<file path="src/rtl/alu_pkg.sv">
// Shared definitions for the 8-bit ALU slice and its multi-byte sequencer:
// opcode encodings, sequencer state encoding and opcode classification.
package alu_pkg;

    localparam logic [2:0] OP_ADD  = 3'b000;  // a + b + c_in
    localparam logic [2:0] OP_SUB  = 3'b001;  // a + ~b + c_in
    localparam logic [2:0] OP_RSUB = 3'b010;  // b + ~a + ~c_in
    localparam logic [2:0] OP_OR   = 3'b011;
    localparam logic [2:0] OP_AND  = 3'b100;
    localparam logic [2:0] OP_ANDN = 3'b101;  // a & ~b
    localparam logic [2:0] OP_XOR  = 3'b110;
    localparam logic [2:0] OP_XNOR = 3'b111;

    typedef enum logic [1:0] {
        ST_IDLE = 2'd0,
        ST_RUN  = 2'd1,
        ST_DONE = 2'd2
    } seq_state_t;

    function automatic logic is_arith(input logic [2:0] oper);
        return oper <= OP_RSUB;
    endfunction

endpackage

</file>
<file path="src/rtl/alu_seq_ctrl.sv">
// Drives an external 8-bit ALU one byte per cycle (LSB first) to execute one
// NBYTES-wide operation, chaining the carry, and returns the wide result.
module alu_seq_ctrl
    import alu_pkg::*;
#(
    parameter int NBYTES = 4
) (
    input  logic                  clk,
    input  logic                  rst_n,
    input  logic                  req_valid,
    output logic                  req_ready,
    input  logic [2:0]            req_oper,
    input  logic [8*NBYTES-1:0]   req_a,
    input  logic [8*NBYTES-1:0]   req_b,
    input  logic                  req_cin,
    output logic                  rsp_valid,
    input  logic                  rsp_ready,
    output logic [8*NBYTES-1:0]   rsp_sum,
    output logic                  rsp_cout,
    output logic                  rsp_zero,
    output logic [2:0]            alu_oper,
    output logic [7:0]            alu_a,
    output logic [7:0]            alu_b,
    output logic                  alu_cin,
    input  logic [7:0]            alu_sum,
    input  logic                  alu_cout
);

    localparam int W     = 8 * NBYTES;
    localparam int IDX_W = $clog2(NBYTES);
    localparam logic [IDX_W-1:0] IDX_LAST = IDX_W'(NBYTES - 1);

    seq_state_t       state_q, state_d;
    logic [IDX_W-1:0] idx_q, idx_d;
    logic [2:0]       oper_q, oper_d;
    logic [W-1:0]     a_q, a_d;
    logic [W-1:0]     b_q, b_d;
    logic             cin_q, cin_d;
    logic [W-1:0]     result_q, result_d;
    logic             carry_q, carry_d;
    logic             zero_q, zero_d;

    // ALU drive depends only on registered state, so the external ALU's
    // combinational return path never loops back into this block.
    always_comb begin
        alu_oper = '0;
        alu_a    = '0;
        alu_b    = '0;
        alu_cin  = 1'b0;
        if (state_q == ST_RUN) begin
            alu_oper = oper_q;
            alu_a    = a_q[8*idx_q +: 8];
            alu_b    = b_q[8*idx_q +: 8];
            if (!is_arith(oper_q)) begin
                alu_cin = 1'b0;
            end else if (idx_q == '0) begin
                alu_cin = cin_q;
            end else if (oper_q == OP_RSUB) begin
                // The ALU inverts c_in for RSUB, so hand it the inverted carry.
                alu_cin = ~carry_q;
            end else begin
                alu_cin = carry_q;
            end
        end
    end

    // NOTE: every signal gets a default before the case so no path leaves it
    // unassigned; a missing default here would infer a latch.
    always_comb begin
        state_d   = state_q;
        idx_d     = idx_q;
        oper_d    = oper_q;
        a_d       = a_q;
        b_d       = b_q;
        cin_d     = cin_q;
        result_d  = result_q;
        carry_d   = carry_q;
        zero_d    = zero_q;
        req_ready = 1'b0;
        rsp_valid = 1'b0;

        unique case (state_q)
            ST_IDLE: begin
                req_ready = 1'b1;
                if (req_valid) begin
                    oper_d   = req_oper;
                    a_d      = req_a;
                    b_d      = req_b;
                    cin_d    = req_cin;
                    idx_d    = '0;
                    result_d = '0;
                    carry_d  = 1'b0;
                    zero_d   = 1'b0;
                    state_d  = ST_RUN;
                end
            end
            ST_RUN: begin
                result_d[8*idx_q +: 8] = alu_sum;
                carry_d = is_arith(oper_q) ? alu_cout : 1'b0;
                if (idx_q == IDX_LAST) begin
                    zero_d  = (result_d == '0);
                    state_d = ST_DONE;
                end else begin
                    idx_d = idx_q + IDX_W'(1);
                end
            end
            ST_DONE: begin
                rsp_valid = 1'b1;
                if (rsp_ready) begin
                    state_d = ST_IDLE;
                end
            end
            default: state_d = ST_IDLE;
        endcase
    end

    // NOTE: state updates use non-blocking assignments so every flop samples
    // the pre-edge values; blocking here would create order-dependent races.
    // NOTE: operand and result registers are reset too, so an aborted
    // operation can never leak bytes or carry into the next one.
    always_ff @(posedge clk or negedge rst_n) begin
        if (!rst_n) begin
            state_q  <= ST_IDLE;
            idx_q    <= '0;
            oper_q   <= '0;
            a_q      <= '0;
            b_q      <= '0;
            cin_q    <= 1'b0;
            result_q <= '0;
            carry_q  <= 1'b0;
            zero_q   <= 1'b0;
        end else begin
            state_q  <= state_d;
            idx_q    <= idx_d;
            oper_q   <= oper_d;
            a_q      <= a_d;
            b_q      <= b_d;
            cin_q    <= cin_d;
            result_q <= result_d;
            carry_q  <= carry_d;
            zero_q   <= zero_d;
        end
    end

    assign rsp_sum  = result_q;
    assign rsp_cout = carry_q;
    assign rsp_zero = zero_q;

endmodule

</file>
<file path="config.mk">
export PLATFORM = sky130hd
export DESIGN_NAME = alu_seq_ctrl
export DESIGN_NICKNAME = d
export VERILOG_FILES = /design/src/rtl/alu_pkg.sv /design/src/rtl/alu_seq_ctrl.sv
export SDC_FILE = /design/constraint.sdc
export NUM_CORES = 1
export LEC_CHECK = 0
export ABC_AREA = 1
export CAP_MARGIN = 20
export CORE_MARGIN = 3
export CORE_UTILIZATION = 53
export CTS_CLUSTER_DIAMETER = 40
export DETAILED_ROUTE_END_ITERATION = 6
export GPL_TIMING_DRIVEN = 1
export PLACE_DENSITY = 0.86
export RECOVER_POWER = 50
export SLEW_MARGIN = 20
export SYNTH_ARGS = -nofsm -noshare
export SYNTH_HDL_FRONTEND = slang
export SYNTH_SLANG_ARGS = --single-unit
</file>
<file path="constraint.sdc">
create_clock -name clk -period 5.7 [get_ports clk]
set_clock_uncertainty 0.1 [all_clocks]
set_input_delay 0.855 -clock clk [delete_from_list [all_inputs] [get_ports clk]]
set_output_delay 0.855 -clock clk [all_outputs]
set_load 0.03 [all_outputs]
</file>
After elaboration in Yosys (flattened, before gate mapping)
Index checks and enable logic that the tools add are counted.
{ "op_classes": {"add_sub_neg": 2, "n_lt_le_gt_ge": 1, "eq_ne": 8, "shift": 4, "mux": 24, "n_bitwise": 1, "n_reduce_logical": 9} }
{ "ops": {"columns": ["operator", "n"], "rows": [
  ["case mux 32 bit (2 select lines)", 1],
  ["variable part select 32 x 6 -> 8 bit", 2],
  ["negation 5 -> 34 bit", 1],
  ["variable shift 8 x 34 -> 32 bit, first input constant", 1],
  ["variable part select 8 x 34 -> 32 bit", 1],
  ["bitwise mux 32 bit", 1],
  ["logical NOT 32 bit", 1],
  ["two-way mux 32 bit", 1],
  ["two-way mux 8 bit", 2],
  ["two-way mux 2 bit", 5],
  ["two-way mux 1 bit", 9],
  ["AND reduction 3 bit", 3],
  ["inequality test 2 bit, second input constant", 3],
  ["case mux 2 bit (3 select lines)", 1],
  ["equality test 2 bit, second input constant", 2],
  ["logical NOT 2 bit", 2],
  ["case mux 1 bit (2 select lines)", 2],
  ["case mux 2 bit (2 select lines)", 1],
  ["AND reduction 2 bit", 2],
  ["equality test 3 x 2 -> 1 bit, second input constant", 1],
  ["<= comparator 3 x 2 -> 1 bit, second input constant", 1],
  ["two-way mux 3 bit", 1],
  ["adder 2 x 1 -> 2 bit, second input constant", 1],
  ["equality test 2 x 1 -> 1 bit, second input constant", 1],
  ["other kinds (3)", 3]
]} }
{ "word_totals": {"regBits": 106, "input_bits": 81, "out_inout_bits": 56, "elab_cells": 58} }

Depth between registers and ports, before layout
{ "depth": {"word_depth": 6, "ltp_mapped": 16, "mapped_depth_nobuf": 13} }

Least setup slack after synthesis
Ideal clock, no wire load.
{ "synth_path": {"path_kind": "reg-to-output", "startpoint": "register idx_q[0]", "endpoint": "output port alu_cin", "t_arrival_ns": 2.290, "required_ns": 4.745, "setup_slack_ns": 2.455, "stages_incl_launch_ff": 9, "n_path_buf": 4, "path_cell_list": "dfrtp_1 buf_4 inv_1 clkbuf_1 ha_1 buf_4 inv_2 buf_6 a211oi_1"} }
{ "synth_between": {"elab_chain_cells": 4} }
{ "synth_lines": {"columns": ["element", "line", "source"], "rows": [
  ["start, declared", "alu_seq_ctrl.sv:34", "logic [IDX_W-1:0] idx_q, idx_d;"],
  ["start signal, assigned", "alu_seq_ctrl.sv:134", "idx_q <= idx_d;"],
  ["logical NOT 2 bit", "alu_seq_ctrl.sv:56", "end else if (idx_q == '0) begin"],
  ["two-way mux 1 bit", "alu_seq_ctrl.sv:56", null],
  ["two-way mux 1 bit", "alu_seq_ctrl.sv:54", "if (!is_arith(oper_q)) begin"],
  ["two-way mux 1 bit", "alu_seq_ctrl.sv:50", "if (state_q == ST_RUN) begin"],
  ["end, declared", "alu_seq_ctrl.sv:24", "output logic alu_cin,"]
]} }
Every way passes these cells.

Final worst setup path
{ "layout_path": {"startpoint": "input port req_valid", "endpoint": "register idx_q[1]"} }
{ "layout_between": {"elab_chain_cells": 2} }
{ "layout_lines": {"columns": ["element", "line", "source"], "rows": [
  ["start, declared", "alu_seq_ctrl.sv:10", "input logic req_valid,"],
  ["inequality test 2 bit (no source line)", null, null],
  ["AND reduction 3 bit (no source line)", null, null]
]} }
Every way passes these cells.
A chain may end at the register's enable or synchronous reset.

==> results by group <==
Pwr
  – Flop pwr share: 0.324
  – Psw: 0.00193 W
  – Pwr Density: 603 nW/um^2
  – Switching share of total power: 0.457
  – Clock power frac: 0.125
  – Combinational power share: 0.551
  – Peak VDD IR: 0.000379 V
  – Leak: approximately 3.1 nW
  – P_int: between 0.002 and 0.0025 W

Route
  – WL final: 13,600 um
  – Antenna Nets Post-Route: 0
  – WL per Instance: roughly 16 um
  – Via count: 4,657
  – DRC Markers: 0
  – First DRT Iteration DRCs: 260
  – DR pass1 iterations: 4
  – Number of vias per cell: 5.47

Logic synthesis
  – Most used DFF post-synth: dfrtp_1
  – Synth cell count leaders: nor2_1 (112), dfrtp_1 (106), nand2_1 (61)
  – Cell with the most instances after synthesis: nor2_1
  – #FFs+latches synth: 106
  – Syn Std Cell Area: 5410 um^2
  – Synthesized area per cell: between 9 and 10 um^2
  – Largest area contributor in the netlist: dfrtp_1
  – Post-synth EDFFs: 0
  – Ranking of synthesized cells by area: dfrtp_1 (49%), mux2_2 (12%), nor2_1 (7.8%)
  – Syn Nets: 680
  – Seq/Total Area, Yosys: 0.490
  – Yosys Warn Count: 0
  – Distinct cells, synth: 29
  – Fraction of registers with async set/reset: 1.00
  – Share of the synthesized area in the top cell type: 0.490
  – Cells after Synth: 593

Place
  – Placed insts: 834
  – Dpl hpwl: 9660 um
  – Placed inst area: 6800 um^2
  – Dpl ws: approximately 1.5 ns
  – Buffers on Ports: 136
  – Final GP Congestion: approximately 0.87

Timing
  – Min Tclk post-route: 4.90 ns
  – Final Hold Viols: 0
  – TNS Setup: 0 ns
  – Worst Slack Setup Final: 0.799 ns
  – RSZ-0062 raised after global routing: no
  – Pins Over Slew Limit: between 200 and 250
  – Period utilization: 0.860
  – Fmax: 204 MHz
  – Slew headroom: -0.853
  – Slew @ Worst Pin: 2.78 ns
  – Final setup fails: 0

Layout
  – Syn-to-layout area delta: 29.7%
  – Non-Filler Instances: 851
  – Design area: 7020 um^2
  – Share of cells above drive strength 1: 0.143
  – Fin nets: 800
  – Final core occ: 0.712
  – Antenna Cells: 0

Status
  – Violated checks: max-capacitance violations, max-slew violations
  – Status: finished, violations left

Clocking
  – Number of hold buffers added after cts: 0
  – Clock Tree Root: clkbuf_8
  – Clock Path Buffers: 2
  – CTS tree: done
  – Total CTS buffers: 9
  – Worst skew pair latency: 0.36 ns
  – Setup bufs post-CTS: 0
  – H-tree Lvls: 3
  – # resized after CTS: 0
  – Reg clk slew, reported paths: 0.10 ns
  – # clock sinks: 106

Floorplanning
  – Die width: roughly 110 um
  – Core area: 9860 um^2
  – Row count: 36
  – Initial Util: 0.549
  – Die height: between 100 and 150 um
  – IO Count: 137
  – Die area: 11,500 um^2

Worst hold path
  – Hold WC Path Type: reg -> reg

Global route
  – First-pass GRT wire length: 22,500 um
  – Initial antenna violation count: 0
  – Grt total ovfl: 0
  – Vias in the first global route: 4,720
  – Largest net degree at the start of global routing: 91
  – GRT Overall Usage: 0.245

Setup path
  – Max FO, Critical Path: 66
  – CP endpoint kind: flop
  – Crit path arrival time: 5.08 ns
  – Crit Path Class: in -> reg
  – Worst Setup Start Kind: primary input
  – Req. time, crit path: 5.88 ns

Run
  – Max Cap Viol: 4
[layer usage]
metal	vias up	GRT usage	routed length, um
met5	-	0	0
met2	199	0.392	6570
met4	0	0.0721	214
met3	21	0.0668	1160
met1	2256	0.329	5710
li1	2181	-	-
[per-stage QoR]
| step | power, W | hold slack [ns] |
|---|---|---|
| 4_1_cts | 0.00422 | 0.383 |
| 3_3_place_gp | 0.00361 | 0.368 |
| 5_1_grt | 0.00454 | 0.422 |
| 6_report | 0.00423 | 0.405 |
| 3_5_place_dp | 0.00369 | 0.386 |
| 2_1_floorplan | 0.00292 | 0.359 |
[critical path: stages]
cell             delay, ns
dlygate4sd3_1         0.55
nand2_1               0.76
clkdlybuf4s25_1       2.29
nand2_1               0.35
o22ai_1               0.25
[power groups by stage]
stage | sequential, W | clock (W) | combinational (W)
2_1_floorplan | 0.00142 | 0 | 0.00150
3_3_place_gp | 0.00135 | 0 | 0.00226
3_5_place_dp | 0.00138 | 0 | 0.00231
4_1_cts | 0.00137 | 0.000535 | 0.00232
5_1_grt | 0.00142 | 0.000567 | 0.00256
6_report | 0.00137 | 0.000531 | 0.00233
[cells in the final DEF, fill, tap and decap left out, drive strengths merged, types with 2 or more instances in the layout]
| cell | instances |
|---|---|
| clkdlybuf4s50 | 134 |
| nor2 | 126 |
| dfrtp | 106 |
| mux2 | 65 |
| nand2 | 63 |
| o21ai | 56 |
| inv | 55 |
| nand3 | 45 |
| a21oi | 20 |
| o22ai | 18 |
| clkbuf | 11 |
| ha | 6 |
| clkinv | 3 |
| bufinv | 2 |
| buf | 2 |
[registers in the layout, summed over array words and instances (netlist names)]
signal,count
a_q,32
b_q,32
rsp_sum,32
oper_q,3
idx_q,2
state_q,2
cin_q,1
rsp_cout,1
rsp_zero,1
[kinds of logic after synthesis]
family	after synthesis	share of synthesized area
xor gates and xnor gates	1	0.00162
muxes	65	0.135
DFF	106	0.490
AOI/OAI and AO/OA	96	0.0946
buffers and inverters	84	0.0682
adders and majority gates	6	0.0139
and+or+nand+nor	235	0.196
[path summary, 6_finish.rpt]
path | to | start | cells after the start | slack, ns
hold / removal | a_q[30] | a_q[30] | 1 | 0.40
max in group asynchronous | b_q[6] | rst_n | 2 | 1.95
setup / recovery | idx_q[1] | req_valid | 5 | 0.80
setup reg to reg | idx_q[1] | state_q[1] | 5 | 1.33
hold reg to reg | a_q[30] | a_q[30] | 1 | 0.40
min in group asynchronous | rsp_sum[4] | rst_n | 1 | 1.07
[area by class of cell]
class | instances | area [um^2]
well taps | 133 | 166
inverters | 53 | 199
multi-input cells | 403 | 2390
flip-flops and latches | 106 | 2650
clock inverters | 7 | 106
clock buffers | 9 | 124
repair buffers | 140 | 1390
fillers | 722 | 2840
Note: power is estimated with default switching activity, not from simulation.
